<file path="config.mk">
export PLATFORM = sky130hd
export DESIGN_NAME = multicycle_control_unit_flat
export DESIGN_NICKNAME = d
export VERILOG_FILES = /design/src/rtl/multicycle_control_unit_if.sv /design/src/rtl/multicycle_control_unit.sv /design/src/flat_wrapper.sv
export SDC_FILE = /design/constraint.sdc
export NUM_CORES = 1
export LEC_CHECK = 0
export BUFFER_PORTS_ARGS = -buffer_cell sky130_fd_sc_hd__buf_2
export CAP_MARGIN = 40
export CORE_MARGIN = 4
export CORE_UTILIZATION = 45
export CTS_BUF_LIST = sky130_fd_sc_hd__clkbuf_16
export DETAILED_ROUTE_END_ITERATION = 6
export GPL_TIMING_DRIVEN = 0
export PLACE_DENSITY = 0.76
export SLEW_MARGIN = 20
export SYNTH_ARGS = -nofsm -noshare
export SYNTH_HDL_FRONTEND = slang
export SYNTH_SLANG_ARGS = --single-unit
</file>
<file path="constraint.sdc">
create_clock -name clk -period 2.12 [get_ports clk]
set_clock_uncertainty 0.05 [all_clocks]
set_input_delay 0.212 -clock clk [delete_from_list [all_inputs] [get_ports clk]]
set_output_delay 0.212 -clock clk [all_outputs]
set_load 0.1 [all_outputs]
</file>
<file path="src/rtl/multicycle_control_unit_if.sv">
// Control-unit bus bundle: fetch handshake, datapath feedback, datapath controls.
// master = control unit side, slave = fetch/datapath/testbench side.
interface multicycle_control_unit_if #(
  parameter int WORDSIZE         = 64,
  parameter int INSTRUCTION_SIZE = 32,
  parameter int CNT_WIDTH        = 16
);
  logic [INSTRUCTION_SIZE-1:0] instruction;
  logic                        instr_valid;
  logic                        cu_instr_ready;
  logic                        dm_ready;
  logic                        alu_zero;
  logic [4:0]                  cu_rf_addr_a;
  logic [4:0]                  cu_rf_addr_b;
  logic [4:0]                  cu_rf_write_addr;
  logic                        cu_rf_write_en;
  logic [WORDSIZE-1:0]         cu_immediate;
  logic                        cu_mux_0_sel;
  logic                        cu_mux_1_sel;
  logic                        cu_mux_2_sel;
  logic [2:0]                  cu_alu_operation;
  logic                        cu_dm_write_en;
  logic                        cu_dm_read_en;
  logic                        cu_branch_taken;
  logic                        cu_illegal;
  logic [CNT_WIDTH-1:0]        cu_retired;

  modport master (
    input  instruction, instr_valid, dm_ready, alu_zero,
    output cu_instr_ready, cu_rf_addr_a, cu_rf_addr_b,
    output cu_rf_write_addr, cu_rf_write_en, cu_immediate,
    output cu_mux_0_sel, cu_mux_1_sel, cu_mux_2_sel,
    output cu_alu_operation, cu_dm_write_en, cu_dm_read_en,
    output cu_branch_taken, cu_illegal, cu_retired
  );

  modport slave (
    output instruction, instr_valid, dm_ready, alu_zero,
    input  cu_instr_ready, cu_rf_addr_a, cu_rf_addr_b,
    input  cu_rf_write_addr, cu_rf_write_en, cu_immediate,
    input  cu_mux_0_sel, cu_mux_1_sel, cu_mux_2_sel,
    input  cu_alu_operation, cu_dm_write_en, cu_dm_read_en,
    input  cu_branch_taken, cu_illegal, cu_retired
  );
endinterface

</file>
<file path="src/rtl/multicycle_control_unit.sv">
// Multicycle RV control FSM (FETCH/DECODE/EXECUTE/MEMORY/WRITEBACK).
// Ports: clk, rst_n (async, active-low), bus (master modport of the CU bus).
module multicycle_control_unit #(
  parameter int WORDSIZE         = 64,
  parameter int INSTRUCTION_SIZE = 32,
  parameter int CNT_WIDTH        = 16
) (
  input logic                       clk,
  input logic                       rst_n,
  multicycle_control_unit_if.master bus
);

  typedef enum logic [2:0] {
    FETCH, DECODE, EXECUTE, MEMORY, WRITEBACK
  } state_e;

  typedef enum logic [2:0] {
    C_ILL, C_LOAD, C_STORE, C_RTYPE, C_ADDI, C_BEQ
  } cls_e;

  localparam logic [6:0] OP_LOAD  = 7'b0000011;
  localparam logic [6:0] OP_STORE = 7'b0100011;
  localparam logic [6:0] OP_R     = 7'b0110011;
  localparam logic [6:0] OP_I     = 7'b0010011;
  localparam logic [6:0] OP_BR    = 7'b1100011;

  localparam logic [2:0] ALU_ADD = 3'b000;
  localparam logic [2:0] ALU_SUB = 3'b001;
  localparam logic [2:0] ALU_AND = 3'b010;
  localparam logic [2:0] ALU_OR  = 3'b011;

  state_e                      state_q, state_d;
  cls_e                        cls_q, cls_d;
  logic [INSTRUCTION_SIZE-1:0] instr_q, instr_d;
  logic                        retire;

  logic [6:0]          opc, f7;
  logic [2:0]          f3;
  logic [2:0]          rop_d, alu_d;
  logic [WORDSIZE-1:0] imm_d;

  logic                 ready_q, ill_q;
  logic                 rf_we_q, dm_re_q, dm_we_q;
  logic                 mux1_q, mux2_q;
  logic [2:0]           alu_q;
  logic [4:0]           ra_q, rb_q, rw_q;
  logic [WORDSIZE-1:0]  imm_q;
  logic [CNT_WIDTH-1:0] ret_q;

  assign opc = instr_d[6:0];
  assign f3  = instr_d[14:12];
  assign f7  = instr_d[31:25];

  // Next state; the port word is only looked at on acceptance.
  always_comb begin
    state_d = state_q;
    instr_d = instr_q;
    retire  = 1'b0;
    unique case (state_q)
      FETCH: begin
        if (bus.instr_valid) begin
          instr_d = bus.instruction;
          state_d = DECODE;
        end
      end
      DECODE: begin
        state_d = (cls_q == C_ILL) ? FETCH : EXECUTE;
      end
      EXECUTE: begin
        unique case (cls_q)
          C_LOAD, C_STORE: state_d = MEMORY;
          C_BEQ: begin
            state_d = FETCH;
            retire  = 1'b1;
          end
          default: state_d = WRITEBACK;
        endcase
      end
      MEMORY: begin
        if (bus.dm_ready) begin
          if (cls_q == C_LOAD) begin
            state_d = WRITEBACK;
          end else begin
            state_d = FETCH;
            retire  = 1'b1;
          end
        end
      end
      WRITEBACK: begin
        state_d = FETCH;
        retire  = 1'b1;
      end
      default: state_d = FETCH;
    endcase
  end

  // Decode of the word that will be latched next cycle.
  always_comb begin
    cls_d = C_ILL;
    rop_d = ALU_ADD;
    unique case (1'b1)
      opc == OP_LOAD:  cls_d = C_LOAD;
      opc == OP_STORE: cls_d = C_STORE;
      opc == OP_R: begin
        unique case ({f7, f3})
          {7'b0000000, 3'b000}: begin
            cls_d = C_RTYPE;
            rop_d = ALU_ADD;
          end
          {7'b0100000, 3'b000}: begin
            cls_d = C_RTYPE;
            rop_d = ALU_SUB;
          end
          {7'b0000000, 3'b111}: begin
            cls_d = C_RTYPE;
            rop_d = ALU_AND;
          end
          {7'b0000000, 3'b110}: begin
            cls_d = C_RTYPE;
            rop_d = ALU_OR;
          end
          default: ;
        endcase
      end
      opc == OP_I: begin
        if (f3 == 3'b000) cls_d = C_ADDI;
      end
      opc == OP_BR: begin
        if (f3 == 3'b000) cls_d = C_BEQ;
      end
      default: ;
    endcase
  end

  always_comb begin
    imm_d = '0;
    alu_d = ALU_ADD;
    unique case (cls_d)
      C_LOAD, C_ADDI: begin
        imm_d = {{(WORDSIZE-12){instr_d[31]}},
                 instr_d[31:20]};
      end
      C_STORE: begin
        imm_d = {{(WORDSIZE-12){instr_d[31]}},
                 instr_d[31:25], instr_d[11:7]};
      end
      C_BEQ: begin
        imm_d = {{(WORDSIZE-13){instr_d[31]}},
                 instr_d[31], instr_d[7],
                 instr_d[30:25], instr_d[11:8], 1'b0};
        alu_d = ALU_SUB;
      end
      C_RTYPE: alu_d = rop_d;
      default: ;
    endcase
  end

  // Outputs are registered from the next state and next latched word,
  // so each one is a clean function of the current state/instruction.
  always_ff @(posedge clk or negedge rst_n) begin
    if (!rst_n) begin
      state_q <= FETCH;
      cls_q   <= C_ILL;
      instr_q <= '0;
      ready_q <= 1'b1;
      ill_q   <= 1'b0;
      rf_we_q <= 1'b0;
      dm_re_q <= 1'b0;
      dm_we_q <= 1'b0;
      mux1_q  <= 1'b0;
      mux2_q  <= 1'b0;
      alu_q   <= ALU_ADD;
      ra_q    <= '0;
      rb_q    <= '0;
      rw_q    <= '0;
      imm_q   <= '0;
      ret_q   <= '0;
    end else begin
      state_q <= state_d;
      cls_q   <= cls_d;
      instr_q <= instr_d;
      ready_q <= (state_d == FETCH);
      ill_q   <= (state_d == DECODE) && (cls_d == C_ILL);
      rf_we_q <= (state_d == WRITEBACK);
      dm_re_q <= (state_d == MEMORY) && (cls_d == C_LOAD);
      dm_we_q <= (state_d == MEMORY) && (cls_d == C_STORE);
      mux1_q  <= cls_d inside {C_LOAD, C_STORE, C_ADDI};
      mux2_q  <= (cls_d == C_LOAD);
      alu_q   <= alu_d;
      ra_q    <= instr_d[19:15];
      rb_q    <= instr_d[24:20];
      rw_q    <= instr_d[11:7];
      imm_q   <= imm_d;
      if (retire) ret_q <= ret_q + CNT_WIDTH'(1);
    end
  end

  assign bus.cu_instr_ready   = ready_q;
  assign bus.cu_illegal       = ill_q;
  assign bus.cu_rf_write_en   = rf_we_q;
  assign bus.cu_dm_read_en    = dm_re_q;
  assign bus.cu_dm_write_en   = dm_we_q;
  assign bus.cu_mux_0_sel     = 1'b0;
  assign bus.cu_mux_1_sel     = mux1_q;
  assign bus.cu_mux_2_sel     = mux2_q;
  assign bus.cu_alu_operation = alu_q;
  assign bus.cu_rf_addr_a     = ra_q;
  assign bus.cu_rf_addr_b     = rb_q;
  assign bus.cu_rf_write_addr = rw_q;
  assign bus.cu_immediate     = imm_q;
  assign bus.cu_retired       = ret_q;

  // alu_zero is only known during EXECUTE, so the branch pulse is
  // decoded live in that state rather than registered.
  assign bus.cu_branch_taken = (state_q == EXECUTE) &&
                               (cls_q == C_BEQ) && bus.alu_zero;

endmodule

</file>
<file path="src/flat_wrapper.sv">
// flat-port wrapper written by rule: the top's interface ports become plain ports
module multicycle_control_unit_flat 
#(
  parameter int WORDSIZE         = 64,
  parameter int INSTRUCTION_SIZE = 32,
  parameter int CNT_WIDTH        = 16
)
  (clk, rst_n, bus_instruction, bus_instr_valid, bus_dm_ready, bus_alu_zero, bus_cu_instr_ready, bus_cu_rf_addr_a, bus_cu_rf_addr_b, bus_cu_rf_write_addr, bus_cu_rf_write_en, bus_cu_immediate, bus_cu_mux_0_sel, bus_cu_mux_1_sel, bus_cu_mux_2_sel, bus_cu_alu_operation, bus_cu_dm_write_en, bus_cu_dm_read_en, bus_cu_branch_taken, bus_cu_illegal, bus_cu_retired);
  multicycle_control_unit_if #(.WORDSIZE(WORDSIZE), .INSTRUCTION_SIZE(INSTRUCTION_SIZE), .CNT_WIDTH(CNT_WIDTH)) bus_i ();
  input logic clk;
  input logic rst_n;
  input wire logic [$bits(bus_i.instruction)-1:0] bus_instruction;
  input wire logic [$bits(bus_i.instr_valid)-1:0] bus_instr_valid;
  input wire logic [$bits(bus_i.dm_ready)-1:0] bus_dm_ready;
  input wire logic [$bits(bus_i.alu_zero)-1:0] bus_alu_zero;
  output wire logic [$bits(bus_i.cu_instr_ready)-1:0] bus_cu_instr_ready;
  output wire logic [$bits(bus_i.cu_rf_addr_a)-1:0] bus_cu_rf_addr_a;
  output wire logic [$bits(bus_i.cu_rf_addr_b)-1:0] bus_cu_rf_addr_b;
  output wire logic [$bits(bus_i.cu_rf_write_addr)-1:0] bus_cu_rf_write_addr;
  output wire logic [$bits(bus_i.cu_rf_write_en)-1:0] bus_cu_rf_write_en;
  output wire logic [$bits(bus_i.cu_immediate)-1:0] bus_cu_immediate;
  output wire logic [$bits(bus_i.cu_mux_0_sel)-1:0] bus_cu_mux_0_sel;
  output wire logic [$bits(bus_i.cu_mux_1_sel)-1:0] bus_cu_mux_1_sel;
  output wire logic [$bits(bus_i.cu_mux_2_sel)-1:0] bus_cu_mux_2_sel;
  output wire logic [$bits(bus_i.cu_alu_operation)-1:0] bus_cu_alu_operation;
  output wire logic [$bits(bus_i.cu_dm_write_en)-1:0] bus_cu_dm_write_en;
  output wire logic [$bits(bus_i.cu_dm_read_en)-1:0] bus_cu_dm_read_en;
  output wire logic [$bits(bus_i.cu_branch_taken)-1:0] bus_cu_branch_taken;
  output wire logic [$bits(bus_i.cu_illegal)-1:0] bus_cu_illegal;
  output wire logic [$bits(bus_i.cu_retired)-1:0] bus_cu_retired;
  assign bus_i.instruction = bus_instruction;
  assign bus_i.instr_valid = bus_instr_valid;
  assign bus_i.dm_ready = bus_dm_ready;
  assign bus_i.alu_zero = bus_alu_zero;
  assign bus_cu_instr_ready = bus_i.cu_instr_ready;
  assign bus_cu_rf_addr_a = bus_i.cu_rf_addr_a;
  assign bus_cu_rf_addr_b = bus_i.cu_rf_addr_b;
  assign bus_cu_rf_write_addr = bus_i.cu_rf_write_addr;
  assign bus_cu_rf_write_en = bus_i.cu_rf_write_en;
  assign bus_cu_immediate = bus_i.cu_immediate;
  assign bus_cu_mux_0_sel = bus_i.cu_mux_0_sel;
  assign bus_cu_mux_1_sel = bus_i.cu_mux_1_sel;
  assign bus_cu_mux_2_sel = bus_i.cu_mux_2_sel;
  assign bus_cu_alu_operation = bus_i.cu_alu_operation;
  assign bus_cu_dm_write_en = bus_i.cu_dm_write_en;
  assign bus_cu_dm_read_en = bus_i.cu_dm_read_en;
  assign bus_cu_branch_taken = bus_i.cu_branch_taken;
  assign bus_cu_illegal = bus_i.cu_illegal;
  assign bus_cu_retired = bus_i.cu_retired;
  multicycle_control_unit #(.WORDSIZE(WORDSIZE), .INSTRUCTION_SIZE(INSTRUCTION_SIZE), .CNT_WIDTH(CNT_WIDTH)) u_core (.clk(clk), .rst_n(rst_n), .bus(bus_i));
endmodule
</file>
[Word-level counts from Yosys, hierarchy flattened]
Cells that the tools add are included.
Word-level totals
  bits in registers: 143
  logic and storage cells: 75
Cells by class
  add/sub/neg operators: 1
  eq/ne operators: 23
  muxes and demuxes: 20
  reduce and logical (&&, ||, !) cells: 15
Operator list (number)
  one-hot mux 64 bit (3 select lines): 1
  two-way mux 32 bit: 2
  == test 10 x 3 -> 1 bit (second input constant): 2
  == test 3 x 2 -> 1 bit (second input constant): 6
  two-way mux 3 bit: 6
  adder 16 x 1 -> 16 bit (second input constant): 1
  == test 3 bit (second input constant): 5
  logical NOT 3 bit: 5
  one-hot mux 3 bit (5 select lines): 1
  == test 7 x 6 -> 1 bit (second input constant): 2
  == test 3 x 1 -> 1 bit (second input constant): 4
  one-hot mux 3 bit (2 select lines): 2
  one-hot mux 3 bit (4 select lines): 1
  == test 10 x 9 -> 1 bit (second input constant): 1
  logical NOT 10 bit: 1
  == test 7 x 2 -> 1 bit (second input constant): 1
  == test 7 x 5 -> 1 bit (second input constant): 1
  == test 7 bit (second input constant): 1
  one-hot mux 2 bit (3 select lines): 1
  logical AND 1 bit: 5
  two-way mux 2 bit: 2
  OR reduction 2 bit: 2
  OR reduction 4 bit: 1
  two-way mux 1 bit: 3
  other kinds (2): 2

[Logic depth before layout (Yosys ltp)]
Gate-level depths: netlist (run 1).
  depth after elaboration: 9
  depth in mapped cells: 8
  gate-level depth less buffers: 5

[Least setup slack after synthesis (run 1)]
Ideal clock, no wire load.
  path type: register to output
  from: register u_core.bus.cu_immediate[62] (netlist name)
  to: output bus_cu_immediate[13]
  data arrival time: 2154 ps
  setup slack: -296 ps
  cell stages (with the launch flop): 2
  cells stage by stage: dfrtp_1 -> buf_4
RTL lines
  end, declared: line flat_wrapper.sv:21  | output wire logic [$bits(bus_i.cu_immediate)-1:0] bus_cu_immediate;

[Worst setup path in the final report (run 1)]
  from: register u_core.state_q[0]
  to: register u_core.imm_q[5] (netlist: u_core.bus.cu_immediate[5])
Between the ends
  longest elaborated chain between the ends: 9
  elaborated cells on any way between the ends: 23
  those cells by class: eq/ne: 12; mux: 6; reduce/logical: 5
RTL lines
  start, declared: line multicycle_control_unit.sv:32  | state_e state_q, state_d;
  start signal, assigned: line multicycle_control_unit.sv:179  | state_q <= state_d;
  logical NOT 3 bit (*): line multicycle_control_unit.sv:59  | unique case (state_q)
  two-way mux 32 bit (*): line multicycle_control_unit.sv:59
  == test 10 x 9 -> 1 bit, or another cell as far along: line multicycle_control_unit.sv:105  | unique case ({f7, f3})
  OR reduction 4 bit (no source line)
  two-way mux 2 bit: line multicycle_control_unit.sv:105
  one-hot mux 3 bit (5 select lines): line multicycle_control_unit.sv:101  | unique case (1'b1)
  == test 3 bit or == test 3 x 1 -> 1 bit (tied branches): line multicycle_control_unit.sv:138  | unique case (cls_d)
  OR reduction 2 bit: line multicycle_control_unit.sv:138
  one-hot mux 64 bit (3 select lines) (*): line multicycle_control_unit.sv:138
  net u_core.imm_d[5]: line multicycle_control_unit.sv:40  | logic [WORDSIZE-1:0] imm_d;
  end signal, assigned: line multicycle_control_unit.sv:193  | imm_q <= imm_d;
  end, declared: line multicycle_control_unit.sv:47  | logic [WORDSIZE-1:0] imm_q;
The timed path passes the listed nets; every way through them passes the cells marked *.
A chain may end at the register's enable or synchronous reset.

==> summary.md, run 1 <==
| Metric | Value |
|---|---|
| Layout area overhead | `31.4%` |
| Post-layout util | `61.8%` |
| RD Place Congestion | `0.929` |
| Std-Cell Rows | `33` |
| Min Tclk post-route | `2.03 ns` |
| Length of the first detailed-routing pass in iterations | `4` |
| Slowest stage delay, CP | `0.50 ns` |
| Synth Warn # | `0` |
| Overflow after GRT | `0` |
| CTS H-tree lvls | `3` |
| Vias in the first global route | `3,109` |
| Adder-cell share of the synthesized area | `0.317%` |
| DRT iter0 DRCs | `137` |
| WL final | `9250 um` |
| Antenna violations before repair | `0` |
| Largest family of logic cells by synthesized area | `simple AND/OR/NAND/NOR gates` |
| Dpl cells | `657` |
| Final net count | `605` |
| Layout cell share with drive strength beyond 1 | `44.9%` |
| Hold Path Class | `in2reg` |
| Clk pwr share | `31.4%` |
| Final hold vios | `0` |
| CP Capture Type | `flop` |
| Layout Cells excl Fill | `677` |
| Top cell by count, worst path | `buf_6` |
| Worst Tran Pin Value | `0.746 ns` |
| Post-Synth Simple-Gate Area | `21.7%` |
| CP arrival | `2.19 ns` |
| Distinct cells, synth | `57` |
| Flop pwr share | `37.1%` |
| PwrDens | `890 nW/um^2` |
| Dominant synthesized flop cell | `dfrtp_1` |
| Worst vdd ir | `0.000474 V` |
| Num ports | `144` |
| Int Pwr | `2840 uW` |
| Final Setup Violations | `0` |
| Clk Latency, worst-skew pair | `0.33 ns` |
| First-pass GRT wire length | `14,800 um` |
| RSZ-0062 raised after global routing | `false` |
| Post-synth EDFFs | `0` |
| CTS Buf Count | `9` |
| # DRC | `0` |
| Slowest cell on crit path | `or4b_1` |
| Starting Density | `47.0%` |
| Post-synthesis mux area share | `1.62%` |
| GRT Util Overall | `18.2%` |
| Crit path kind | `reg2reg` |
| CTS max path bufs | `2` |
| Crit-path cells | `buf_6 -> or4b_1 -> buf_4 -> nand4b_2 -> o31ai_1 -> o221ai_2 -> buf_6 -> a21oi_1` |
| Lkg Pwr | `0.00292 uW` |
| Switching share of power | `38.5%` |
| Fin. max-slew vios | `0` |
| CP startpoint kind | `flop` |
| CORE AREA | `8380 um^2` |
| Logic gate share of total power | `31.5%` |
| Compound-gate portion of the synthesized area | `8.47%` |
| Clock slew at reported path FFs | `0.06 ns` |
| Relative slew margins | `49.6%` |
| Total number of vias | `3,241` |
| Post-DP HPWL | `6960 um` |
| Share of the yosys chip area belonging to registers | `48.3%` |
| Status | `completed` |
| Clk root buf | `clkbuf_16` |
| Critical Path RT | `2.28 ns` |
| MaxCap Viol Count | `0` |
| Final Instance Area | `5180 um^2` |
| CTS tree | `yes` |
| Die W | `102 um` |
| Maximum fanout along the worst path | `10` |
| Antenna diodes | `0` |
| Post-synth ARST share | `100%` |
| Register bit total from synthesis | `76` |
| Routed WL per cell | `13.7 um` |
| Synth Area in XOR/XNOR | `3.55%` |
| Net switching power figure | `1780 uW` |
| Fmax achieved | `0.493 GHz` |
| Cells after Synth | `409` |
| Die ar. | `10,300 um^2` |
| Clock sinks | `76` |
| Final ANT Viol Nets | `0` |
| Syn Std Cell Area | `3940 um^2` |
| Fin crit share | `95.6%` |
| Mean post-synth cell area | `9.64 um^2` |
| Routed vias/inst | `4.79` |
| Area after DPL | `4820 um^2` |
| Largest net degree at the start of global routing | `53` |
| Port bufs | `141` |
| Die height | `102 um` |
==> what timing repair did <==
action,in CTS,in global routing
cloned,0,0
pin swaps,1,3
setup endpoints to repair,16,74
buffers inserted,2,1
resized for setup,2,11
hold buffers,1,0
endpoints found under the hold margin,26,0
==> layout by cell type (no fill, tap or decap), drive strengths merged, types with 5 or more instances in the layout <==
master / instances
xnor2: 15
dfrtp: 75
o22ai: 6
nor3: 7
clkbuf: 11
buf: 221
o21ai: 6
a21oi: 11
and2: 11
nand2: 97
nor2: 18
nand4: 9
clkinv: 5
inv: 13
==> metal layers <==
| metal | global-route usage (%) | vias up | routed length [um] | part of all wire, % |
|---|---|---|---|---|
| li1 | - | 1613 | - | - |
| met1 | 23.7 | 1475 | 3930 | 43 |
| met2 | 30.2 | 140 | 4300 | 47 |
| met3 | 4.55 | 13 | 911 | 9.8 |
| met4 | 5.42 | 0 | 102 | 1.1 |
| met5 | 0 | - | 0 | 0 |
==> through the flow <==
step                worst slack (ns)  hold WS (ns)  power, uW  setup TNS (ns)
global placement              -0.121         0.353       3140           -1.41
CTS                          0.00608        0.0231       4640               0
floorplan                      0.126        -0.134       2890               0
finish                        0.0922        0.0295       4610               0
detailed placement            -0.150         0.108       3170           -1.69
global route                 0.00180        0.0315       4820               0
==> critical path: cells and delay by family, from the launching register on <==
kind | cells | cell delay (ns)
simple gates | 2 | 0.61
buf+inv | 3 | 0.49
compound gates | 3 | 0.39
flops | 1 | 0.37
==> sequential cells by signal (all words and copies together), names as in the netlist <==
signal	count
u_core.bus.cu_instr_ready	1
u_core.state_q	3
u_core.bus.cu_alu_operation	2
u_core.bus.cu_immediate	13
u_core.bus.cu_illegal	1
u_core.bus.cu_mux_1_sel	1
u_core.bus.cu_mux_2_sel	1
u_core.bus.cu_dm_write_en	1
u_core.instr_q	32
u_core.bus.cu_retired	16
u_core.bus.cu_rf_write_en	1
u_core.cls_q	3
u_core.bus.cu_dm_read_en	1
==> synthesized netlist by cell type (3+ instances only) <==
| library cell | number | area share, % |
|---|---|---|
| nand3_1 | 4 | 0.51 |
| o21ai_0 | 4 | 0.51 |
| nand4_1 | 9 | 1.4 |
| a21oi_1 | 11 | 1.4 |
| nor4bb_1 | 4 | 1.0 |
| mux2_2 | 3 | 0.86 |
| inv_1 | 13 | 1.2 |
| buf_6 | 3 | 0.86 |
| xnor2_1 | 15 | 3.3 |
| mux2i_1 | 3 | 0.76 |
| buf_2 | 5 | 0.63 |
| nor3_1 | 7 | 0.89 |
| nor2b_1 | 4 | 0.63 |
| nand2_1 | 96 | 9.1 |
| and2_1 | 11 | 1.7 |
| buf_4 | 69 | 13 |
| o22ai_1 | 5 | 0.79 |
| a21o_1 | 3 | 0.57 |
| nor2_1 | 18 | 1.7 |
| dfrtp_1 | 75 | 48 |
==> power groups by stage <==
| stage | logic (uW) | registers [uW] | clock network, uW |
|---|---|---|---|
| finish | 1450 | 1710 | 1450 |
| global route | 1540 | 1730 | 1550 |
| CTS | 1450 | 1710 | 1480 |
| detailed placement | 1440 | 1730 | 0 |
| global placement | 1420 | 1720 | 0 |
| floorplan | 937 | 1960 | 0 |
==> cell type report <==
| type | count | area [um^2] |
|---|---|---|
| flip-flops and latches | 76 | 1910 |
| well taps | 105 | 131 |
| clock buffers | 9 | 225 |
| plain buffers | 78 | 584 |
| clock inverters | 7 | 57.6 |
| repair buffers | 146 | 774 |
| fillers | 730 | 3200 |
| multi-input cells | 243 | 1450 |
| inverters | 13 | 48.8 |
==> final timing paths <==
kind                                          start                         end  slack [ns]  cells after the start
worst min register to register    u_core.instr_q[1]           u_core.instr_q[1]        0.42                      2
min in group asynchronous                     rst_n          u_core.instr_q[14]        0.29                      2
worst max register to register    u_core.state_q[0]  u_core.bus.cu_immediate[5]        0.09                      8
max in group asynchronous                     rst_n   u_core.bus.cu_instr_ready        1.11                      3
worst min-delay path            bus_instruction[15]          u_core.instr_q[15]        0.03                      3
worst max-delay path              u_core.state_q[0]  u_core.bus.cu_immediate[5]        0.09                      8
==> logic make-up (layout without fill, tap and decap cells) <==
family,count (synthesis),after routing
buf+inv,91,253
fa+ha+maj,1,1
simple gates,174,174
compound gates,44,44
other cells,1,2
mux,6,6
xor+xnor,16,16
flops,76,76
Note: power is estimated with default switching activity, not from simulation.
==> run 2: changes to the inputs <==
--- a/config.mk
+++ b/config.mk
@@ -5,10 +5,11 @@
 export SDC_FILE = /design/constraint.sdc
 export NUM_CORES = 1
 export LEC_CHECK = 0
+export ABC_AREA = 1
 export BUFFER_PORTS_ARGS = -buffer_cell sky130_fd_sc_hd__buf_2
 export CAP_MARGIN = 40
 export CORE_MARGIN = 4
-export CORE_UTILIZATION = 45
+export CORE_UTILIZATION = 46
 export CTS_BUF_LIST = sky130_fd_sc_hd__clkbuf_16
 export DETAILED_ROUTE_END_ITERATION = 6
 export GPL_TIMING_DRIVEN = 0
==> run 2 against run 1 <==
Via count rose by 5.5%. Core utilization is 0.36 points higher. Sequential power is 23% higher. First-iteration DRC count shrank 20%. Setup slack lost 0.0043 ns. Clock power rose by 4%. Sequential cell count is the same. Global-route usage fell by 0.63 points. Sequential share of layout area is 1.7 points lower. Fmax down 0.21%. Largest cell class unchanged.
==> summary.md, run 2 <==
| Metric | Value |
|---|---|
| Status | `completed` |
| Yosys top cell area share | `45.0%` |
| Clk root buf | `clkbuf_16` |
| Ranking of synthesized cells by area | `dfrtp_1 45%, buf_4 12%, nand2_1 12%` |
| Starting Density | `47.5%` |
| Hold Path Stages | `3` |
| Fin. max-slew vios | `0` |
| PwrDens | `1640 nW/um^2` |
| DRT iter0 DRCs | `109` |
| Fmax achieved | `0.492 GHz` |
| Die height | `103 um` |
| Commonest cells in the synthesized netlist | `138 x nand2_1, 75 x dfrtp_1, 69 x buf_4` |
| Post-synth EDFFs | `0` |
| Int Pwr | `3840 uW` |
| CP Capture Type | `flop` |
| Reg area | `1920 um^2` |
| Lkg Pwr | `0.00329 uW` |
| Net switching power figure | `5070 uW` |
| Min Tclk post-route | `2.03 ns` |
| Distinct cells, synth | `39` |
| Multi-input gate area | `1540 um^2` |
| CP startpoint kind | `flop` |
| Largest Register | `u_core.instr_q` |
| Commonest cells after routing, fill and taps aside | `143 x buf_2, 135 x nand2_1, 75 x buf_4, 67 x dfrtp_1, 52 x inv_1` |
| Fin crit share | `95.9%` |
| Die W | `103 um` |
| Register bit total from synthesis | `76` |
| Worst vdd ir | `0.000940 V` |
| Port bufs | `140` |
| Routed WL per cell | `12.5 um` |
| Total number of vias | `3,420` |
| Flop pwr share | `23.6%` |
| Crit path kind | `reg2reg` |
| RSZ-0062 raised after global routing | `true` |
| Post-DP HPWL | `7130 um` |
| Clk Latency, worst-skew pair | `0.33 ns` |
| Fin worst setup slack | `0.0880 ns` |
| First-pass GRT wire length | `14,700 um` |
| Std-Cell Rows | `34` |
| Syn Std Cell Area | `4170 um^2` |
| CP arrival | `2.24 ns` |
| CTS H-tree lvls | `3` |
| Layout cell share with drive strength beyond 1 | `48.5%` |
| Synth Warn # | `0` |
| Setup TNS | `0 ns` |
| RD Place Congestion | `0.846` |
| R2R depth | `10` |
| Mean post-synth cell area | `8.73 um^2` |
| Maximum fanout along the worst path | `10` |
| Post-synth ARST share | `100%` |
| Cells after Synth | `477` |
| GRT Util Overall | `17.6%` |
| Clock slew at reported path FFs | `0.06 ns` |
| Routed vias/inst | `4.57` |
| Leading area contributor after synthesis | `dfrtp_1` |
| Vias in the first global route | `3,142` |
| Antenna violations before repair | `0` |
| Count leader, synth | `nand2_1` |
| Clk pwr share | `16.9%` |
| CTS tree | `yes` |
| Die ar. | `10,600 um^2` |
| Logic gate share of total power | `59.5%` |
| Final ANT Viol Nets | `0` |
| Pre-CTS setup slack | `0.00761 ns` |
| CTS max path bufs | `2` |
| Hold Path Class | `in2reg` |
| Final hold vios | `0` |
| Length of the first detailed-routing pass in iterations | `4` |
| Dominant synthesized flop cell | `dfrtp_1` |
| Num ports | `144` |
| Share of the yosys chip area belonging to registers | `45.7%` |
| Final Setup Violations | `0` |
| CTS Buf Count | `9` |
| Largest net degree at the start of global routing | `53` |
| WL final | `9380 um` |
| # DRC | `0` |
| Largest register FFs | `32` |
| Layout area overhead | `30.8%` |
| Final net count | `674` |
| Switching share of power | `56.9%` |
| Antenna diodes | `0` |
| Filler cells | `728` |
| Overflow after GRT | `0` |
| CORE AREA | `8760 um^2` |
| Critical Path RT | `2.33 ns` |
| Commonest non-fill, non-tap cell in the layout | `buf_2` |
| Clock sinks | `76` |
| MaxCap Viol Count | `0` |
==> run 2: through the flow <==
step,util (%),power (uW),cell area (um^2),hold slack [ns],instances
6_report,62.2,8920,5450,0.0322,749
3_3_place_gp,57.3,7260,5020,0.357,726
2_1_floorplan,-,6600,4180,-0.134,478
4_1_cts,61.1,8880,5350,0.0245,744
3_5_place_dp,57.6,7350,5050,0.130,727
5_1_grt,62.2,9350,5450,0.0312,749
==> run 2: power groups by stage <==
| stage | Combinational [uW] | Clock (uW) | Sequential, uW |
|---|---|---|---|
| 3_3_place_gp | 5160 | 0 | 2110 |
| 2_1_floorplan | 3680 | 0 | 2920 |
| 3_5_place_dp | 5220 | 0 | 2130 |
| 5_1_grt | 5590 | 1600 | 2170 |
| 6_report | 5300 | 1510 | 2110 |
| 4_1_cts | 5230 | 1530 | 2110 |
==> run 2: worst paths after layout <==
kind                            slack (ns)                          to                start
worst max-delay path                  0.09  u_core.bus.cu_immediate[2]    u_core.state_q[1]
worst min-delay path                  0.03          u_core.instr_q[18]  bus_instruction[18]
worst max register to register        0.09  u_core.bus.cu_immediate[2]    u_core.state_q[1]
worst min register to register        0.43          u_core.instr_q[18]   u_core.instr_q[18]
max in group asynchronous             1.07   u_core.bus.cu_instr_ready                rst_n
min in group asynchronous             0.32    u_core.bus.cu_retired[7]                rst_n
==> run 2: repair_timing <==
item / CTS / global route
endpoints found under the hold margin: 30 / 0
setup endpoints to repair: 1 / 68
pin swaps: 1 / 3
hold buffers: 1 / 0
resized for setup: 0 / 17
setup buffers: 0 / 5
==> run 2: final cells by class <==
class | count | share of cell area [%]
plain buffers | 76 | 10.5
repair buffers | 147 | 14.3
clock buffers | 9 | 4.13
multi-input cells | 270 | 28.3
well taps | 108 | 2.48
inverters | 56 | 3.93
flip-flops and latches | 76 | 35.2
clock inverters | 7 | 1.24
==> run 2: layer usage <==
layer / part of all wire, % / wire length [um] / global-route usage [%] / vias to the layer above
li1: - / - / - / 1719
met1: 42 / 3920 / 22.8 / 1565
met2: 48 / 4480 / 29.4 / 124
met3: 9.1 / 855 / 3.89 / 12
met4: 1.3 / 121 / 6.08 / 0
met5: 0 / 0 / 0 / -
==> run 2: logic make-up (layout without fill, tap and decap cells) <==
| group | count (synthesis) | in the layout | synth area share [%] |
|---|---|---|---|
| fa+ha+maj | 1 | 1 | 0.300 |
| simple gates | 226 | 226 | 27.5 |
| buf+inv | 132 | 295 | 18.9 |
| compound gates | 26 | 26 | 4.44 |
| other cells | 1 | 2 | 0.0900 |
| xor+xnor | 15 | 15 | 3.15 |
| flops | 76 | 76 | 45.7 |
==> run 2: worst max-delay path: stages, from the launching register on <==
cell	delay, ns
dfrtp_2	0.45
nor2_4	0.25
nand2_4	0.09
buf_6	0.15
o21ai_1	0.18
nand3_2	0.17
nor2_4	0.17
nand2_2	0.13
nand2_4	0.13
inv_2	0.08
o21ai_2	0.11
==> run 3: changes to the inputs <==
==> constraint.sdc (replaced) <==
create_clock -name clk -period 1.8 [get_ports clk]
set_clock_uncertainty 0.05 [all_clocks]
set_input_delay 0.18 -clock clk [delete_from_list [all_inputs] [get_ports clk]]
set_output_delay 0.18 -clock clk [all_outputs]
set_load 0.1 [all_outputs]
==> run 3 against run 2 <==
Critical endpoint is now u_core.bus.cu_immediate[5]. The flow now finishes with violations (negative setup slack). Clock power rose by 48%. Highest routed layer unchanged. Clock-buffer cell count stayed put. Fmax grew 3.8%. First-iteration DRC count is 64% higher. Via count rose by 3.8%. Core utilization rose by 5.9 points. Routed wire length is 11% higher.
==> summary.md, run 3 (same netlist as run 2, synthesis figures left out) <==
| Metric | Value |
|---|---|
| Status | `finished with violations` |
| Failing checks | `negative setup slack` |
| Critical Path RT | `2.01 ns` |
| Switching share of power | `53.8%` |
| Fmax achieved | `0.511 GHz` |
| FF-to-FF Start | `u_core.state_q[1]` |
| Setup crit start | `u_core.state_q[1]` |
| Routed vias/inst | `4.65` |
| WL final | `10,400 um` |
| Total number of vias | `3,550` |
| Net switching power figure | `6180 uW` |
| Clk root buf | `clkbuf_16` |
| Antenna diodes | `0` |
| Hold Path Class | `in2reg` |
| Filler cells | `703` |
| CTS tree | `yes` |
| Worst Tran Pin Value | `0.515 ns` |
| Fin worst setup slack | `-0.157 ns` |
| Vias in the first global route | `3,266` |
| Largest Register | `u_core.instr_q` |
| Logic gate share of total power | `59.1%` |
| Die height | `103 um` |
| Post-DP HPWL | `7010 um` |
| Fin crit share | `109%` |
| Die W | `103 um` |
| Min Tclk post-route | `1.96 ns` |
| CTS H-tree lvls | `3` |
| CP Capture Type | `flop` |
| Largest register FFs | `32` |
| Antenna violations before repair | `0` |
| Worst vdd ir | `0.00114 V` |
| Clock sinks | `76` |
| RD Place Congestion | `0.833` |
| Final net count | `689` |
| Layout cell share with drive strength beyond 1 | `54.0%` |
| Std-Cell Rows | `34` |
| Hold Path Stages | `3` |
| Commonest non-fill, non-tap cell in the layout | `buf_4` |
| Num ports | `144` |
| Maximum fanout along the worst path | `10` |
| CTS max path bufs | `2` |
| Hold_sp | `bus_instruction[19]` |
| R2R depth | `10` |
| Final Setup Violations | `22` |
| CP startpoint kind | `flop` |
| Clk pwr share | `19.4%` |
| Starting Density | `47.5%` |
| DRT iter0 DRCs | `179` |
| Flop pwr share | `21.5%` |
| Clock slew at reported path FFs | `0.06 ns` |
| Setup TNS | `-2.36 ns` |
| Routed WL per cell | `13.6 um` |
| Overflow after GRT | `0` |
| Final hold vios | `0` |
| Commonest cells after routing, fill and taps aside | `137 x buf_4, 126 x nand2_1, 89 x buf_2, 57 x dfrtp_1, 50 x inv_1` |
| RSZ-0062 raised after global routing | `true` |
| Reg area | `1940 um^2` |
| Lkg Pwr | `0.00341 uW` |
| Die ar. | `10,600 um^2` |
| Port bufs | `140` |
| CTS Buf Count | `9` |
| Worst hold margin | `0.00168 ns` |
| Fin. max-slew vios | `0` |
| Layout Cells excl Fill | `764` |
| Largest net degree at the start of global routing | `53` |
| Multi-input gate area | `1650 um^2` |
| Pre-CTS setup slack | `-0.297 ns` |
| Clk Latency, worst-skew pair | `0.33 ns` |
| GRT Util Overall | `18.7%` |
| CORE AREA | `8760 um^2` |
| Length of the first detailed-routing pass in iterations | `4` |
| Post-layout util | `68.0%` |
| Relative slew margins | `65.9%` |
| PwrDens | `1930 nW/um^2` |
| Layout area overhead | `43.1%` |
| Dpl cells | `727` |
| CP arrival | `2.17 ns` |
| Final ANT Viol Nets | `0` |
| First-pass GRT wire length | `15,600 um` |
| MaxCap Viol Count | `0` |
| # DRC | `0` |
| Int Pwr | `5310 uW` |
| Crit path kind | `reg2reg` |
==> run 3: changes by cell type in the layout (fill, tap and decap cells not counted), sizes merged <==
cell / delta
clkinvlp: -1
clkinv: -1
dlygate4sd3: +2
inv: -1
bufinv: +3
clkbuf: +2
buf: +11
==> run 3: area by class of cell <==
| type | instances | share of cell area [%] |
|---|---|---|
| clock buffers | 9 | 3.78 |
| clock inverters | 7 | 2.45 |
| repair buffers | 162 | 17.9 |
| flip-flops and latches | 76 | 32.6 |
| well taps | 108 | 2.27 |
| plain buffers | 76 | 9.78 |
| multi-input cells | 270 | 27.6 |
| inverters | 56 | 3.65 |
==> run 3: repair_timing <==
action | CTS | global route
hold buffers | 3 | 0
endpoints found under the hold margin | 37 | 0
buffers inserted | 14 | 4
pin swaps | 9 | 4
setup endpoints to repair | 88 | 90
resized for setup | 77 | 24
==> run 3: final timing paths <==
| path | end | slack (ns) |
|---|---|---|
| max | u_core.bus.cu_immediate[5] | -0.16 |
| min reg2reg | u_core.instr_q[19] | 0.44 |
| min in group asynchronous | u_core.bus.cu_retired[5] | 0.30 |
| max reg2reg | u_core.bus.cu_immediate[5] | -0.16 |
| max in group asynchronous | u_core.bus.cu_instr_ready | 0.75 |
| min | u_core.instr_q[19] | 0.002 |
==> run 3: through the flow <==
| stage | area (um^2) | total power [uW] |
|---|---|---|
| floorplan | 4220 | 7810 |
| global placement | 5060 | 8600 |
| detailed placement | 5080 | 8700 |
| CTS | 5830 | 11300 |
| global route | 5960 | 12000 |
| finish | 5960 | 11500 |
==> run 3: per-layer routing <==
layer / part of all wire (%) / track usage, % / up-vias / wire length [um]
met5: 0 / 0 / - / 0
met4: 1.1 / 5.38 / 0 / 113
met3: 9.9 / 4.49 / 9 / 1030
met2: 50 / 32.2 / 140 / 5240
met1: 39 / 23.5 / 1657 / 4000
li1: - / - / 1744 / -
==> run 3: power by group through the flow <==
stage / sequential [uW] / combinational, uW / clock [uW]
detailed placement: 2540 / 6160 / 0
finish: 2480 / 6790 / 2230
CTS: 2510 / 6580 / 2250
global route: 2530 / 7110 / 2330
floorplan: 3470 / 4350 / 0
global placement: 2520 / 6080 / 0
==> run 3: critical path, cell delays in order (launching register included) <==
cell and delay [ns]:
dfrtp_2 0.43, nor2_4 0.23, nand2_4 0.09, buf_6 0.15, nand2_1 0.09, nand4_1 0.17
nor2_4 0.19, nand3_2 0.16, nand2_4 0.16, nor2_8 0.08, nor2_2 0.08
